`config.mk`:
```
export PLATFORM = sky130hd
export DESIGN_NAME = adc_result_framer_flat
export DESIGN_NICKNAME = d
export VERILOG_FILES = /design/src/rtl/adc_frame_pkg.sv /design/src/rtl/adc_result_framer_if.sv /design/src/rtl/adc_result_framer_fifo.sv /design/src/rtl/adc_result_framer.sv /design/src/flat_wrapper.sv
export SDC_FILE = /design/constraint.sdc
export NUM_CORES = 1
export LEC_CHECK = 0
export CAP_MARGIN = 20
export CELL_PAD_IN_SITES_DETAIL_PLACEMENT = 1
export CELL_PAD_IN_SITES_GLOBAL_PLACEMENT = 1
export CORE_ASPECT_RATIO = 1.5
export CORE_MARGIN = 2
export CORE_UTILIZATION = 35
export DETAILED_ROUTE_END_ITERATION = 10
export PLACE_DENSITY = 0.64
export SYNTH_ARGS = -nofsm -noshare
export SYNTH_HDL_FRONTEND = slang
export SYNTH_SLANG_ARGS = --single-unit
```
`constraint.sdc`:
```
create_clock -name clk -period 2.95 [get_ports clk]
set_input_delay 0.885 -clock clk [delete_from_list [all_inputs] [get_ports clk]]
set_output_delay 0.885 -clock clk [all_outputs]
set_load 0.01 [all_outputs]
```
`src/rtl/adc_frame_pkg.sv`:
```
// Shared definitions for the multislope ADC result path.
// Holds the framer state encodings, frame geometry and the bit layout of the
// 48-bit conversion result word, which the conversion controller also uses.
package adc_frame_pkg;

  localparam int unsigned RES_W         = 48;
  localparam int unsigned FRAME_LEN     = 9;
  localparam int unsigned PAYLOAD_BYTES = 6;

  // Result word field positions.
  localparam int unsigned RES_RUNUP_CNT_MSB   = 46;
  localparam int unsigned RES_RUNUP_CNT_LSB   = 32;
  localparam int unsigned RES_SIGN_BIT        = 31;
  localparam int unsigned RES_RUNUP_SET_MSB   = 30;
  localparam int unsigned RES_RUNUP_SET_LSB   = 16;
  localparam int unsigned RES_RUNDOWN_CNT_MSB = 15;
  localparam int unsigned RES_RUNDOWN_CNT_LSB = 0;

  // Framer states (legacy-compatible constant encoding).
  localparam int unsigned ST_W    = 3;
  localparam logic [2:0]  ST_IDLE = 3'd0;
  localparam logic [2:0]  ST_HDR  = 3'd1;
  localparam logic [2:0]  ST_SEQ  = 3'd2;
  localparam logic [2:0]  ST_PAY  = 3'd3;
  localparam logic [2:0]  ST_CSUM = 3'd4;

  // Payload byte idx of a result word; idx 0 is the most significant byte.
  function automatic logic [7:0] payload_byte(input logic [RES_W-1:0] word,
                                              input logic [2:0]       idx);
    logic [RES_W-1:0] sh;
    sh = word >> (8 * (int'(PAYLOAD_BYTES) - 1 - int'(idx)));
    return sh[7:0];
  endfunction

endpackage

```
`src/rtl/adc_result_framer_if.sv`:
```
// Result-in / byte-out bus of the ADC result framer.
//   res_valid, res_data : single-cycle strobe carrying a 48-bit result
//   tx_data, tx_valid   : framed byte stream toward the UART
//   tx_ready            : UART accepts the byte on tx_valid && tx_ready
// master : the framer side; slave : the surrounding system (controller + UART).
interface adc_result_framer_if;
  logic        res_valid;
  logic [47:0] res_data;
  logic [7:0]  tx_data;
  logic        tx_valid;
  logic        tx_ready;

  modport master (input res_valid, input res_data, input tx_ready,
                  output tx_data, output tx_valid);
  modport slave  (output res_valid, output res_data, output tx_ready,
                  input tx_data, input tx_valid);
endinterface

```
`src/rtl/adc_result_framer_fifo.sv`:
```
// result_fifo: synchronous first-word-fall-through FIFO.
//   clk, rst_n : clock, asynchronous active-low reset
//   push       : write wr_data (caller never pushes when full without popping)
//   pop        : advance past rd_data (caller never pops when empty)
//   rd_data    : oldest entry, valid whenever empty is low
//   full, empty, level : occupancy status
module result_fifo #(
  parameter int unsigned DEPTH = 4,
  parameter int unsigned WIDTH = 48
) (
  input  logic                     clk,
  input  logic                     rst_n,
  input  logic                     push,
  input  logic [WIDTH-1:0]         wr_data,
  input  logic                     pop,
  output logic [WIDTH-1:0]         rd_data,
  output logic                     full,
  output logic                     empty,
  output logic [$clog2(DEPTH):0]   level
);
  localparam int unsigned AW = $clog2(DEPTH);
  localparam int unsigned CW = AW + 1;

  logic [WIDTH-1:0] mem [DEPTH];
  logic [AW-1:0]    wr_ptr;
  logic [AW-1:0]    rd_ptr;
  logic [CW-1:0]    count;

  // NOTE: storage is deliberately left without reset; only pointers and count
  // define which entries are meaningful, so clearing the array buys nothing.
  always_ff @(posedge clk) begin
    if (push) mem[wr_ptr] <= wr_data;
  end

  // NOTE: state registers use non-blocking assignments so every flop samples
  // pre-edge values regardless of block ordering.
  always_ff @(posedge clk or negedge rst_n) begin
    if (!rst_n) begin
      wr_ptr <= '0;
      rd_ptr <= '0;
      count  <= '0;
    end else begin
      if (push) wr_ptr <= wr_ptr + AW'(1);
      if (pop)  rd_ptr <= rd_ptr + AW'(1);
      case ({push, pop})
        2'b10:   count <= count + CW'(1);
        2'b01:   count <= count - CW'(1);
        default: count <= count;
      endcase
    end
  end

  // Depth is a power of two, so pointers wrap naturally.
  assign rd_data = mem[rd_ptr];
  assign full    = (count == CW'(DEPTH));
  assign empty   = (count == '0);
  assign level   = count;
endmodule

```
`src/rtl/adc_result_framer.sv`:
```
// adc_result_framer: buffers conversion results and emits each as a 9-byte
// frame: HDR, seq, 6 payload bytes (MSB first), XOR of seq and payload.
//   clk, rst_n : clock, asynchronous active-low reset
//   bus        : result strobe in, valid/ready byte stream out
//   busy       : a frame is in progress
//   fifo_level : occupied result buffer entries
//   drop_cnt   : results lost to a full buffer, saturating at 255
module adc_result_framer
  import adc_frame_pkg::*;
#(
  parameter int unsigned FIFO_DEPTH = 4,
  parameter logic [7:0]  FRAME_HDR  = 8'hA5
) (
  input  logic                          clk,
  input  logic                          rst_n,
  adc_result_framer_if.master           bus,
  output logic                          busy,
  output logic [$clog2(FIFO_DEPTH):0]   fifo_level,
  output logic [7:0]                    drop_cnt
);
  logic [ST_W-1:0]  state;
  logic [2:0]       pay_idx;
  logic [7:0]       seq;
  logic [7:0]       xor_acc;
  logic [7:0]       pay_byte;
  logic [7:0]       tx_byte;
  logic [RES_W-1:0] shadow;
  logic [RES_W-1:0] fifo_rd_data;
  logic             fifo_full;
  logic             fifo_empty;
  logic             push;
  logic             pop;
  logic             xfer;

  // The only pop is the IDLE->HDR step; a full buffer can still take a
  // result in that same cycle because an entry is leaving.
  assign pop  = (state == ST_IDLE) && !fifo_empty;
  assign push = bus.res_valid && (!fifo_full || pop);
  assign xfer = bus.tx_valid && bus.tx_ready;

  result_fifo #(
    .DEPTH (FIFO_DEPTH),
    .WIDTH (RES_W)
  ) u_fifo (
    .clk     (clk),
    .rst_n   (rst_n),
    .push    (push),
    .wr_data (bus.res_data),
    .pop     (pop),
    .rd_data (fifo_rd_data),
    .full    (fifo_full),
    .empty   (fifo_empty),
    .level   (fifo_level)
  );

  assign pay_byte = payload_byte(shadow, pay_idx);

  // Output byte is a pure function of registered state, so it holds steady
  // for as long as the UART stalls.
  // NOTE: default assignment first keeps this block free of inferred latches.
  always_comb begin
    tx_byte = 8'h00;
    case (state)
      ST_HDR:  tx_byte = FRAME_HDR;
      ST_SEQ:  tx_byte = seq;
      ST_PAY:  tx_byte = pay_byte;
      ST_CSUM: tx_byte = xor_acc;
      default: tx_byte = 8'h00;
    endcase
  end

  assign bus.tx_data  = tx_byte;
  assign bus.tx_valid = (state != ST_IDLE);
  assign busy         = (state != ST_IDLE);

  always_ff @(posedge clk or negedge rst_n) begin
    if (!rst_n) begin
      state   <= ST_IDLE;
      pay_idx <= '0;
      seq     <= '0;
      xor_acc <= '0;
      shadow  <= '0;
    end else begin
      case (state)
        ST_IDLE: if (pop) begin
          shadow  <= fifo_rd_data;
          xor_acc <= '0;
          state   <= ST_HDR;
        end
        ST_HDR: if (xfer) state <= ST_SEQ;
        ST_SEQ: if (xfer) begin
          xor_acc <= seq;
          pay_idx <= '0;
          state   <= ST_PAY;
        end
        ST_PAY: if (xfer) begin
          xor_acc <= xor_acc ^ pay_byte;
          if (pay_idx == 3'(PAYLOAD_BYTES - 1)) state <= ST_CSUM;
          else pay_idx <= pay_idx + 3'd1;
        end
        ST_CSUM: if (xfer) begin
          seq   <= seq + 8'd1;
          state <= ST_IDLE;
        end
        default: state <= ST_IDLE;
      endcase
    end
  end

  always_ff @(posedge clk or negedge rst_n) begin
    if (!rst_n) begin
      drop_cnt <= '0;
    end else if (bus.res_valid && !push && (drop_cnt != 8'hFF)) begin
      drop_cnt <= drop_cnt + 8'd1;
    end
  end
endmodule

```
`src/flat_wrapper.sv`:
```
// flat-port wrapper written by rule: the top's interface ports become plain ports
module adc_result_framer_flat import adc_frame_pkg::*;
#(
  parameter int unsigned FIFO_DEPTH = 4,
  parameter logic [7:0]  FRAME_HDR  = 8'hA5
)
  (clk, rst_n, busy, fifo_level, drop_cnt, bus_res_valid, bus_res_data, bus_tx_ready, bus_tx_data, bus_tx_valid);
  adc_result_framer_if bus_i ();
  input  logic clk;
  input  logic rst_n;
  output logic busy;
  output logic [$clog2(FIFO_DEPTH):0] fifo_level;
  output logic [7:0] drop_cnt;
  input wire logic [$bits(bus_i.res_valid)-1:0] bus_res_valid;
  input wire logic [$bits(bus_i.res_data)-1:0] bus_res_data;
  input wire logic [$bits(bus_i.tx_ready)-1:0] bus_tx_ready;
  output wire logic [$bits(bus_i.tx_data)-1:0] bus_tx_data;
  output wire logic [$bits(bus_i.tx_valid)-1:0] bus_tx_valid;
  assign bus_i.res_valid = bus_res_valid;
  assign bus_i.res_data = bus_res_data;
  assign bus_i.tx_ready = bus_tx_ready;
  assign bus_tx_data = bus_i.tx_data;
  assign bus_tx_valid = bus_i.tx_valid;
  adc_result_framer #(.FIFO_DEPTH(FIFO_DEPTH), .FRAME_HDR(FRAME_HDR)) u_core (.clk(clk), .rst_n(rst_n), .bus(bus_i), .busy(busy), .fifo_level(fifo_level), .drop_cnt(drop_cnt));
endmodule
```
# Word level (Yosys, flattened, before mapping)
# Memories as Yosys holds them, arrays and structs flattened. A register that Yosys moved wholly into a read port is not among the register bits.
# Index checks and enable logic that the tools add are counted.
# Widths: inputs -> output; s select.
# totals
inputBits	52
latch_bits	0
mem_bits_ro	0
mem_count	1
word_cells	74
output_inout_bits	21
ff_bits	37
ramBits	192
# op_classes
n_mul	0
bitwise_logic	1
n_reduce_logical	21
eq_ne	16
div_mod_pow	0
n_shift	1
n_lt_le_gt_ge	0
addsub	8
n_mux	18
# mem_list
memory	depth	word_bits	rd	rd_ports_with_merged_regs	write_ports	line_no	rtl
u_core.u_fifo.mem	4	48	1	1	1	adc_result_framer_fifo.sv:24	logic [WIDTH-1:0] mem [DEPTH];
# op_table
op	count
$shr 48x32->8	1
$pmux 8 s4	1
$mux 3	8
$mux 8	3
$pmux 8 s3	1
$add 8x1->8 const B	2
$pmux 3 s5	1
$ne 2x1->1 const B	6
$pmux 3 s2	2
$eq 3x3->1 const B	3
$ne 8x8->1 const B	1
$reduce_and 4->1	2
$xor 8x8->8	1
$add 3x1->3 const B	2
$eq 3x2->1 const B	2
$logic_not 3->1	2
$reduce_and 6->1	1
$reduce_bool 3->1	2
$logic_and 1x1->1	5
$add 2x1->2 const B	2
$logic_not 1->1	4
$reduce_and 2->1	2
$reduce_bool 2->1	2
$sub 3x3->4 const A	1
7 further kinds	8

# Longest topological paths before layout
# depth
ltp_word	8
ltp_mapped	12
mapped_depth_nobuf	10

# Hierarchy
# A second synthesis with hierarchy kept.
# hier_totals
hier_cells	631
area_unflattened_um2	11322.1
# by_module_without_submodules
mod	seq_area_each_um2	area_per_inst_um2	cells_per_inst	instances
result_fifo	5940.7	7379.6	288	1
adc_result_framer	1951.9	3942.5	343	1

# Least setup slack after synthesis
# No wires, ideal clock.
# synth_timing
path_kind	register to output
from	register u_core.pay_idx[1]
to	output bus_tx_data[1]
stages_incl_launch_ff	9
arrival_ns	1.923
slack_ns	0.142
required_ns	2.065
path_buffers	2
cell_sequence	dfrtp_1 -> inv_1 -> ha_1 -> buf_6 -> or3b_1 -> buf_2 -> o22a_1 -> a31oi_1 -> a21o_1
# synth_via
elab_chain_len	3
# synth_lines
element	line_no	rtl
start: declaration	adc_result_framer.sv:22	logic [2:0] pay_idx;
start signal: assignment	adc_result_framer.sv:99	else pay_idx <= pay_idx + 3'd1;
$sub 3x3->4	adc_frame_pkg.sv:31	sh = word >> (8 * (int'(PAYLOAD_BYTES) - 1 - int'(idx)));
$shr 48x32->8	adc_frame_pkg.sv:31	
$pmux 8 s4	adc_result_framer.sv:63	case (state)
end: declaration	flat_wrapper.sv:17	output wire logic [$bits(bus_i.tx_data)-1:0] bus_tx_data;
# No other way between the ends.

# Final worst setup path
# layout_timing
from	register u_core.pay_idx[2]
to	output bus_tx_data[5]
# The elaborated chain is that of the path after synthesis.

==> out/metrics.yaml <==
status: "complete, but fails checks"
violations: "setup timing"
io_buffer_count: 72
nNetsFinal: 823
p_per_area_mw_per_mm2: 1054
ys_types: 54
vdd_drop_max_uv: 429.0
io_pins: 73
drt-total-wl_um: 25680
die_w_um: 150.8
p_sw_frac: 0.3201
final_max_slew_viol_count: 0
die_y_um: 224.2
grt_pass1_wl_um: 40240
cp.arrival_ns: 2.49
final_util: 0.4354
fin_crit_sh: 1.142
slew_headroom: 0.5266
syn_inst: 634
finClkSkew_ns: 0.01629
syn_nets: 697
diodes: 0
instances_no_fill: 1186
cts_sinks: 277
pwr-share-seq: 0.407
critPathCaptureType: "primary output"
grt_usage: 0.1560
drt-pass1-iter-count: 4
p_comb_frac: 0.374
cts_buffer_depth: 3
synth-edff-count: 192
place.gp.congestion: 0.8283
cp.required_ns: 2.07
pwr-share-clk: 0.219
whs_ns: 0.3983
htree_levels: 1
worstSetupPathType: "reg2out"
path_clk_slew_ns: 0.07
setup_slack_ns: -0.4200
cts_tree: "yes"
grt_pass1_vias: 6913
worst-path-max-fanout: 6
antenna_found_initial: 0
setup_violations: 8
async_flop_share: 0.3069
p_int_mw: 9.936
synth_area_mm2: 0.01131
cp-start-kind: "register"
cap_violations: 0
rows: 80
place_ws_ns: -0.3935
syn_area_per_cell_um2: 17.84
fmax_mhz: 296.7
synth-seq-area-share: 0.6977
area_growth_pct: 22.52
coreArea_mm2: 0.03183
p_leak_nw: 4.973
synthFlopType: "edfxtp_1"
n_fill_cell: 3116
p_total_mw: 14.61
ys_ff_latch: 277
hold_class: "in2async"
drc: 0
avgViaCountPerCell: 5.152
grt_overflow: 0
yosys_warnings: 0
worstSkewPairLatency_ns: 0.53
detail-route-antenna-nets: 0
period_needed_ns: 3.370
via_count: 6110
drt_iter0_markers: 353
wl_per_cell_um: 21.66
dieArea_mm2: 0.03380
rsz0062_at_grt: "yes"
grt_max_degree: 52
placedCellCount: 1132
cts-root-buf: "clkbuf_16"
cts-buffers-inserted: 25
switchingPower_mw: 4.678
tightest_slew_ns: 0.7100
hpwl_um: 17070
hold_viol: 0
start_util: 0.3554
drive_gt1_frac: 0.3131
hold_buffers: 0
## cell families (layout without fill, tap and decap cells)
logic type / count (synthesis) / in the layout / share of synthesized area
AOI/OAI and AO/OA: 58 / 58 / 0.03716
xor gates and xnor gates: 20 / 20 / 0.01549
adders and majority gates: 11 / 11 / 0.01283
buffers and inverters: 46 / 188 / 0.01947
DFF: 277 / 277 / 0.6977
muxes: 126 / 126 / 0.1709
and+or+nand+nor: 96 / 96 / 0.04646
## cell usage in the layout, fill, tap and decap left out, types with 4 or more instances in the layout
| master | instances |
|---|---|
| buf_12 | 8 |
| a31oi_1 | 4 |
| a22oi_1 | 6 |
| xnor2_1 | 11 |
| clkbuf_1 | 4 |
| clkinv_1 | 4 |
| nor2b_1 | 5 |
| nor3_1 | 5 |
| o21ai_0 | 8 |
| dfrtp_1 | 82 |
| nor2_1 | 17 |
| nand3b_1 | 5 |
| a21oi_1 | 6 |
| xor2_1 | 9 |
| o22a_1 | 4 |
| nand3_1 | 12 |
| inv_1 | 12 |
| mux2i_2 | 4 |
| buf_2 | 7 |
| clkdlybuf4s50_1 | 61 |
| nand2_1 | 13 |
| o211ai_1 | 6 |
| nor3b_1 | 5 |
| clkbuf_16 | 25 |
| mux2_2 | 55 |
| mux2i_1 | 16 |
| a21o_1 | 4 |
| a2111o_1 | 4 |
| mux4_2 | 48 |
| nand4_1 | 10 |
| edfxtp_1 | 192 |
| ha_1 | 8 |
| and3_2 | 4 |
| buf_4 | 51 |
## per-stage QoR
| stage | TNS, ns | cell area (um2) |
|---|---|---|
| 6_report | -2.844 | 13860 |
| 2_1_floorplan | 0 | 11310 |
| 3_3_place_gp | -2.506 | 12840 |
| 3_5_place_dp | -2.857 | 12840 |
| 4_1_cts | -3.158 | 13790 |
| 5_1_grt | -3.491 | 13860 |
## Yosys cell counts, types with 6 or more instances
cell type / instances / area, um2
clkbuf_1: 13 / 48.80
nand3_1: 12 / 60.06
ha_1: 10 / 125.1
xor2_1: 9 / 78.83
a21oi_1: 6 / 30.03
mux2i_1: 21 / 210.2
xnor2_1: 11 / 96.34
dfrtp_1: 85 / 2127
nand2_1: 15 / 56.30
o211ai_1: 6 / 45.04
buf_2: 12 / 60.06
and3_1: 6 / 37.54
mux4_2: 48 / 1081
inv_1: 13 / 48.80
nand4_1: 10 / 62.56
nor2_1: 20 / 75.07
mux2_2: 57 / 641.9
edfxtp_1: 192 / 5766
a22oi_1: 6 / 45.04
o21ai_0: 10 / 50.05
## layer usage
layer / GRT usage / wire length, um / vias up
met2: 0.2859 / 13990 / 93
met3: 0.02037 / 669 / 40
li1: - / - / 2748
met4: 0.06120 / 857 / 0
met1: 0.1829 / 10170 / 3229
met5: 0 / 0 / -
## state kept, by name (all words and copies together) (netlist names)
signal and flops:
u_core.state 3, u_core.drop_cnt 8, u_core.u_fifo.level 3, u_core.u_fifo.rd_ptr 2, u_core.u_fifo.mem 192, u_core.shadow 48, u_core.xor_acc 8, u_core.u_fifo.wr_ptr 2
u_core.seq 8, u_core.pay_idx 3
## power by group through the flow
stage,combinational [mW],sequential (mW),clock [mW]
3_5_place_dp,5.06,6.01,0
3_3_place_gp,4.88,5.95,0
4_1_cts,5.41,5.95,3.31
2_1_floorplan,3.21,5.69,0
5_1_grt,5.88,6.06,3.43
6_report,5.46,5.94,3.21
## repair_timing
item	in CTS	in global routing
endpoints found under the setup margin	10	8
buffers inserted	7	4
resized for setup	65	9
pin swaps	18	6
cloned	1	0
## worst max-delay path: stages (launching register included)
cell and delay [ns]:
dfrtp_1 0.41, ha_4 0.29, buf_8 0.11, mux2i_1 0.19, nor2_1 0.08, or3_4 0.38
a221o_1 0.33, buf_2 0.14
## worst paths after layout
path | depth (start not counted) | to | slack (ns) | startpoint
max | 7 | bus_tx_data[5] | -0.42 | u_core.pay_idx[2]
min | 1 | u_core.shadow[36] | 0.40 | rst_n
max reg2reg | 10 | u_core.u_fifo.level[2] | 0.44 | u_core.u_fifo.level[0]
min reg2reg | 1 | u_core.shadow[17] | 0.51 | u_core.shadow[17]
max in group asynchronous | 2 | u_core.shadow[1] | 1.88 | rst_n
min in group clk | 1 | u_core.shadow[17] | 0.51 | u_core.shadow[17]
## area by class of cell
class	count	area (um2)	share of cell area
Clock inverter	14	150.1	0.01083
Timing Repair Buffer	132	1260	0.09091
Clock buffer	29	640.6	0.04622
Sequential cell	277	7896	0.5697
Multi-Input combinational cell	311	3351	0.2418
Inverter	13	48.80	0.003521
Tap cell	410	513.0	0.03701
Power figures use the tool's default switching activity.
